## config.mk

```make
export PLATFORM = sky130hd
export DESIGN_NAME = fp8_add_arbiter
export DESIGN_NICKNAME = d
export VERILOG_FILES = /design/src/rtl/fp8_add_arbiter.sv
export SDC_FILE = /design/constraint.sdc
export NUM_CORES = 1
export LEC_CHECK = 0
export ABC_CLOCK_PERIOD_IN_PS = 2500
export BUFFER_PORTS_ARGS = -buffer_cell sky130_fd_sc_hd__buf_2
export CAP_MARGIN = 25
export CORE_MARGIN = 2
export CORE_UTILIZATION = 49
export DETAILED_ROUTE_END_ITERATION = 8
export GPL_TIMING_DRIVEN = 0
export PLACE_DENSITY = 0.85
export SLEW_MARGIN = 20
export SYNTH_ARGS = -nofsm -noshare
export SYNTH_HDL_FRONTEND = slang
export SYNTH_SLANG_ARGS = --single-unit
```

## constraint.sdc

```tcl
create_clock -name clk -period 2.5 [get_ports clk]
set_clock_uncertainty 0.1 [all_clocks]
set_input_delay 0.125 -clock clk [delete_from_list [all_inputs] [get_ports clk]]
set_output_delay 0.125 -clock clk [all_outputs]
set_load 0.005 [all_outputs]
```

## src/rtl/fp8_add_arbiter.sv

```systemverilog
// Four-requester arbiter that time-shares one external combinational fp8 adder.
// Define FP8_ARB_FIXED_PRIO_EN for fixed lowest-index-wins priority; default is round-robin.
module fp8_add_arbiter (
  input  logic        clk,
  input  logic        rst,
  input  logic [3:0]  req,
  input  logic [31:0] opa,
  input  logic [31:0] opb,
  output logic [3:0]  gnt,
  output logic        busy,
  output logic [7:0]  add_x,
  output logic [7:0]  add_y,
  input  logic [7:0]  add_z,
  output logic [7:0]  res,
  output logic [3:0]  res_vld,
  output logic [7:0]  op_cnt
);

  typedef enum logic [1:0] {
    IDLE = 2'd0,
    EXEC = 2'd1,
    RESP = 2'd2
  } state_e;

  state_e      state_q;
  logic [1:0]  ptr_q;
  logic [1:0]  win_q;
  logic [1:0]  win_d;
  logic [3:0]  gnt_q;
  logic [3:0]  vld_q;
  logic        busy_q;
  logic [7:0]  add_x_q;
  logic [7:0]  add_y_q;
  logic [7:0]  res_q;
  logic [7:0]  cnt_q;
  logic        found_s;
  logic [1:0]  idx_s;

  // Search upward from ptr_q (held at 0 in the fixed-priority build) for the first requester.
  always_comb begin
    win_d   = 2'd0;
    found_s = 1'b0;
    idx_s   = 2'd0;
    for (int i = 0; i < 4; i++) begin
      idx_s = ptr_q + 2'(i);
      if (!found_s && req[idx_s]) begin
        win_d   = idx_s;
        found_s = 1'b1;
      end else begin
        found_s = found_s;
      end
    end
  end

  always_ff @(posedge clk) begin
    if (rst) begin
      state_q <= IDLE;
      ptr_q   <= 2'd0;
      win_q   <= 2'd0;
      gnt_q   <= 4'd0;
      vld_q   <= 4'd0;
      busy_q  <= 1'b0;
      add_x_q <= 8'd0;
      add_y_q <= 8'd0;
      res_q   <= 8'd0;
      cnt_q   <= 8'd0;
    end else begin
      case (state_q)
        IDLE: begin
          if (req != 4'd0) begin
            win_q   <= win_d;
            add_x_q <= opa[{win_d, 3'b000} +: 8];
            add_y_q <= opb[{win_d, 3'b000} +: 8];
            gnt_q   <= 4'b0001 << win_d;
            busy_q  <= 1'b1;
            state_q <= EXEC;
          end
        end
        EXEC: begin
          res_q   <= add_z;
          gnt_q   <= 4'd0;
          vld_q   <= 4'b0001 << win_q;
          state_q <= RESP;
        end
        RESP: begin
          vld_q   <= 4'd0;
          busy_q  <= 1'b0;
          cnt_q   <= cnt_q + 8'd1;
`ifdef FP8_ARB_FIXED_PRIO_EN
          ptr_q   <= 2'd0;
`else
          ptr_q   <= win_q + 2'd1;
`endif
          state_q <= IDLE;
        end
        default: begin
          gnt_q   <= 4'd0;
          vld_q   <= 4'd0;
          busy_q  <= 1'b0;
          state_q <= IDLE;
        end
      endcase
    end
  end

  // A reset landing in RESP aborts the operation, so the strobe is suppressed that cycle.
  assign res_vld = vld_q & {4{~rst}};
  assign gnt     = gnt_q;
  assign busy    = busy_q;
  assign add_x   = add_x_q;
  assign add_y   = add_y_q;
  assign res     = res_q;
  assign op_cnt  = cnt_q;

endmodule

```

# Word level (Yosys, flattened, before mapping)
# Index checks and enable logic that the tools add are counted.
# W data, S select, Z words.
# word_totals
regBits	47
inputBits	78
# op_classes
shifts	4
n_eq_ne	3
n_reduce_logical	11
order_cmp	4
addsub	5
n_bitwise	4
n_mux	22
# op_table
operator	n
$shiftx A32 B6 Y8	2
$pmux W4 S2	2
$lt A2 B3 Y1 const B	4
$mux W2	5
$add A8 B1 Y8 const B	1
$bmux W1 S2	4
$mux W1	8
$shl A1 B2 Y4 const A	2
$reduce_and A2 Y1	3
$add A2 B1 Y2 const B	2
$add A2 B2 Y2 const B	2
$and A4 B4 Y4	1
$mux W4	1
$pmux W2 S2	1
$reduce_bool A4 Y1	1
$logic_and A1 B1 Y1	3
$logic_not A1 Y1	3
$not A1 Y1	3
$eq A2 B1 Y1 const B	1
$eq A2 B2 Y1 const B	1
$logic_not A2 Y1	1
$ne A2 B2 Y1 const B	1
$pmux W1 S2	1

# Longest topological paths before layout
# depth
ltp_word	15
depth_mapped	7

# Worst setup path before layout
# Ideal clock, no wire load.
# synth_timing
path_kind	register to register
startpoint	register ptr_q[1]
endpoint	register add_x_q[0], in the netlist add_x[0]
path_buffers	2
path_stages_with_launch	8
setup_slack_ns	0.872
t_arrival_ns	1.401
setup_time_ns	0.128
cell_sequence	dfxtp_1 > a21o_1 > a21oi_1 > o22a_1 > buf_6 > buf_8 > mux2i_1 > o221ai_2
# synth_via
elab_chain_len	13
word_cells_on_any_way	25
classes_between	add/sub: 3; shift: 1; mux: 15; reduce/logical: 6
# synth_rtl
element	line	source
start, declared	26	logic [1:0] ptr_q;
start signal, assigned	92	ptr_q <= win_q + 2'd1;
branches (longest 11 deep; another with $add A2 B1 Y2)	n/a	
$mux W2 (*)	46	if (!found_s && req[idx_s]) begin
$shiftx A32 B6 Y8 (*)	72	add_x_q <= opa[{win_d, 3'b000} +: 8];
end signal, assigned	72	
end, declared	32	logic [7:0] add_x_q;
# Mark *: on every way between the ends. The select of a mux whose other input is x is not followed.
# A chain may end at the register's enable or synchronous reset.

# Worst setup path in the final report
# layout_timing
startpoint	register ptr_q[1]
endpoint	register add_x_q[2], in the netlist add_x[2]
# The elaborated chain is that of the path after synthesis.

==> flow_summary.toml <==
[run]
cap_violations = 0

[cells_and_area]
nNetsFinal = 458
area_growth_pct = 34.6
design_area_um2 = 3170
n_antenna_cell = 0
drive_above_1_share_pct = 40.2

[outcome]
outcome = "finished, final reports clean"

[clock_network]
post_cts_buffers = 0
cts_resized = 0
htreeDepth = 2
clk_latency_ns = 0.30
clk_pin_slew_worst_paths_ns = 0.09
clock_sinks = 47
cts_buffers = 5
cts-root-buf = "clkbuf_8"
clock_path_buffers = 2
cts_tree = "built"

[logic_synthesis]
ys_types = 37
synthesis.nets = 326
netlist_area_um2 = 2350
synth_top_area_share_pct = 40.0
avgSynthCellArea_um2 = 9.68
yosys.area.top_type = "dfxtp_1"
synth-xor-area-share_pct = 2.61
synth_common_cells = "dfxtp_1, nand2_1, mux2i_1, a21oi_1, nor2_1"
ys_seq_area_share_pct = 40.0
syn_inst = 243
synth_compound_gate_area_share_pct = 14.5
synth_flop_cell = "dfxtp_1"
synth_seq_cells = 47
synth_area_leaders = "dfxtp_1, mux2i_1, nand2_1, o221ai_2, a21oi_1"
synth_top_family_by_area = "simple AND/OR/NAND/NOR gates"
yosysMostFrequentCell = "dfxtp_1"
async_flop_share_pct = 0
synth-adder-area-share_pct = 2.66
synth_simple_gate_area_share_pct = 17.8
synth_edf_count = 0
yosys_warnings = 0
synthMuxAreaShare_pct = 16.2

[timing]
min_period_over_period_pct = 74.7
layout_setup_ws_ns = 0.632
slew_headroom_pct = 65.7
max_freq_mhz = 535
fin_hold_ws_ns = 0.0298
rsz0062_at_grt = "no"
finalCriticalPeriod_ns = 1.87
tightestPinTransition_ns = 0.510
maxSlewViolCount = 0
hold_viol_final = 0
setup_viol = 0
tns_ns = 0

[detailed_routing]
routed_wl_mm = 5.68
via_per_inst = 5.12
vias = 2201
drt_iter0_drc = 59
ant_nets = 0
drtPass1Iterations = 4
wire_per_inst_um = 13.2
drc = 0

[global_routing]
grt.overflow.total = 0
grt_usage_pct = 21.9
grt_max_degree = 14
antenna_found_initial = 0
grt_pass1_wl_mm = 9.05
grt_pass1_vias = 2105

[placement]
place_congestion = 0.780
dp_hpwl_mm = 4.36
place_area_um2 = 3010
place_ws_ns = 0.641
portBuffers = 117

[die]
start_util_pct = 50.5
die_w_um = 73.3
die_area_um2 = 5370
ios = 119
die_h_um = 73.3
core_um2 = 4660
placementRows = 25

[power]
ir_worst_vdd_uv = 236
power.density_nw_per_um2 = 535
cellLeakagePower_nw = 1.46

[setup_path]
crit_fanout = 10
startpoint_type = "flip-flop"
worstSetupPathType = "reg2reg"
critPathArrivalTime_ns = 1.95
required_ns = 2.59
cp-end-kind = "flip-flop"

[min_path]
hp-class = "in2reg"
## through the flow
stage	instances	utilization (%)	total power [W]
2_1_floorplan	243	-	0.00110
4_1_cts	430	67.9	0.00171
3_5_place_dp	414	64.5	0.00126
5_1_grt	430	67.9	0.00178
3_3_place_gp	414	64.5	0.00125
6_report	430	67.9	0.00169
## flip-flops by register name (all words and copies together) (netlist names)
name / count
add_x: 8
add_y: 8
op_cnt: 8
res: 8
gnt: 4
vld_q: 4
ptr_q: 2
state_q: 2
win_q: 2
busy: 1
## placed cells by master (no fill, tap or decap), types with 4 or more instances in the layout
master | synthesis | final
dfxtp_1 | 47 | 47
o221ai_1 | 6 | 6
ha_1 | 5 | 5
mux2i_1 | 38 | 38
buf_2 | 3 | 120
clkbuf_8 | 0 | 5
a21oi_1 | 16 | 16
buf_6 | 5 | 5
inv_1 | 4 | 4
nand2_1 | 42 | 42
nor2_1 | 15 | 15
clkbuf_1 | 5 | 7
xor2_1 | 5 | 5
nor3_1 | 4 | 4
o221ai_2 | 10 | 10
nor2b_1 | 7 | 7
dlygate4sd3_1 | 0 | 8
nand2b_1 | 5 | 5
## power by group
| part | switching [W] | total [W] | internal, W |
|---|---|---|---|
| Clock | 0.000250 | 0.000446 | 0.000197 |
| Combinational | 0.000197 | 0.000405 | 0.000208 |
| Sequential | 0.0000345 | 0.000843 | 0.000809 |
| Total | 0.000481 | 0.00169 | 0.00121 |
## final timing paths
check / start / end / slack, ns / cells past startpoint
max: ptr_q[1] / add_x[2] / 0.63 / 7
min: opb[7] / add_y[7] / 0.03 / 3
max reg2reg: ptr_q[1] / add_x[2] / 0.63 / 7
min reg2reg: res[1] / res[1] / 0.35 / 2
## cell type report
class | instances | area, um2
Fill cell | 382 | 1490
Multi-Input combinational cell | 175 | 1260
Sequential cell | 47 | 941
Timing Repair Buffer | 125 | 666
Buffer | 17 | 131
Clock buffer | 7 | 76.3
Tap cell | 54 | 67.6
Inverter | 4 | 15.0
Clock inverter | 1 | 5.00
## what timing repair did
action | in CTS | in global routing
hold buffers | 8 | 0
endpoints found under the hold margin | 8 | 0
setup endpoints to repair | 0 | 0
## cells by family (layout without fill, tap and decap cells)
family | Yosys count | in the layout
simple gates | 87 | 87
xor+xnor | 7 | 7
buf+inv | 21 | 154
flops | 47 | 47
compound gates | 38 | 38
fa+ha+maj | 5 | 5
mux | 38 | 38
## metal layers
metal / up-vias / share of wire, % / global-route usage, %
met5: - / 0 / 0
met4: 0 / 2.6 / 9.47
met3: 12 / 6.6 / 5.76
met2: 87 / 51 / 40.1
met1: 992 / 40 / 23.4
li1: 1110 / - / -
## critical path, stage by stage, from the launching register on
cell and delay (ns):
dfxtp_1 0.38, a21o_1 0.19, a21oi_1 0.15, o22a_1 0.17, buf_6 0.17, buf_8 0.17
mux2i_1 0.29, o221ai_2 0.12
Power figures use the tool's default switching activity.
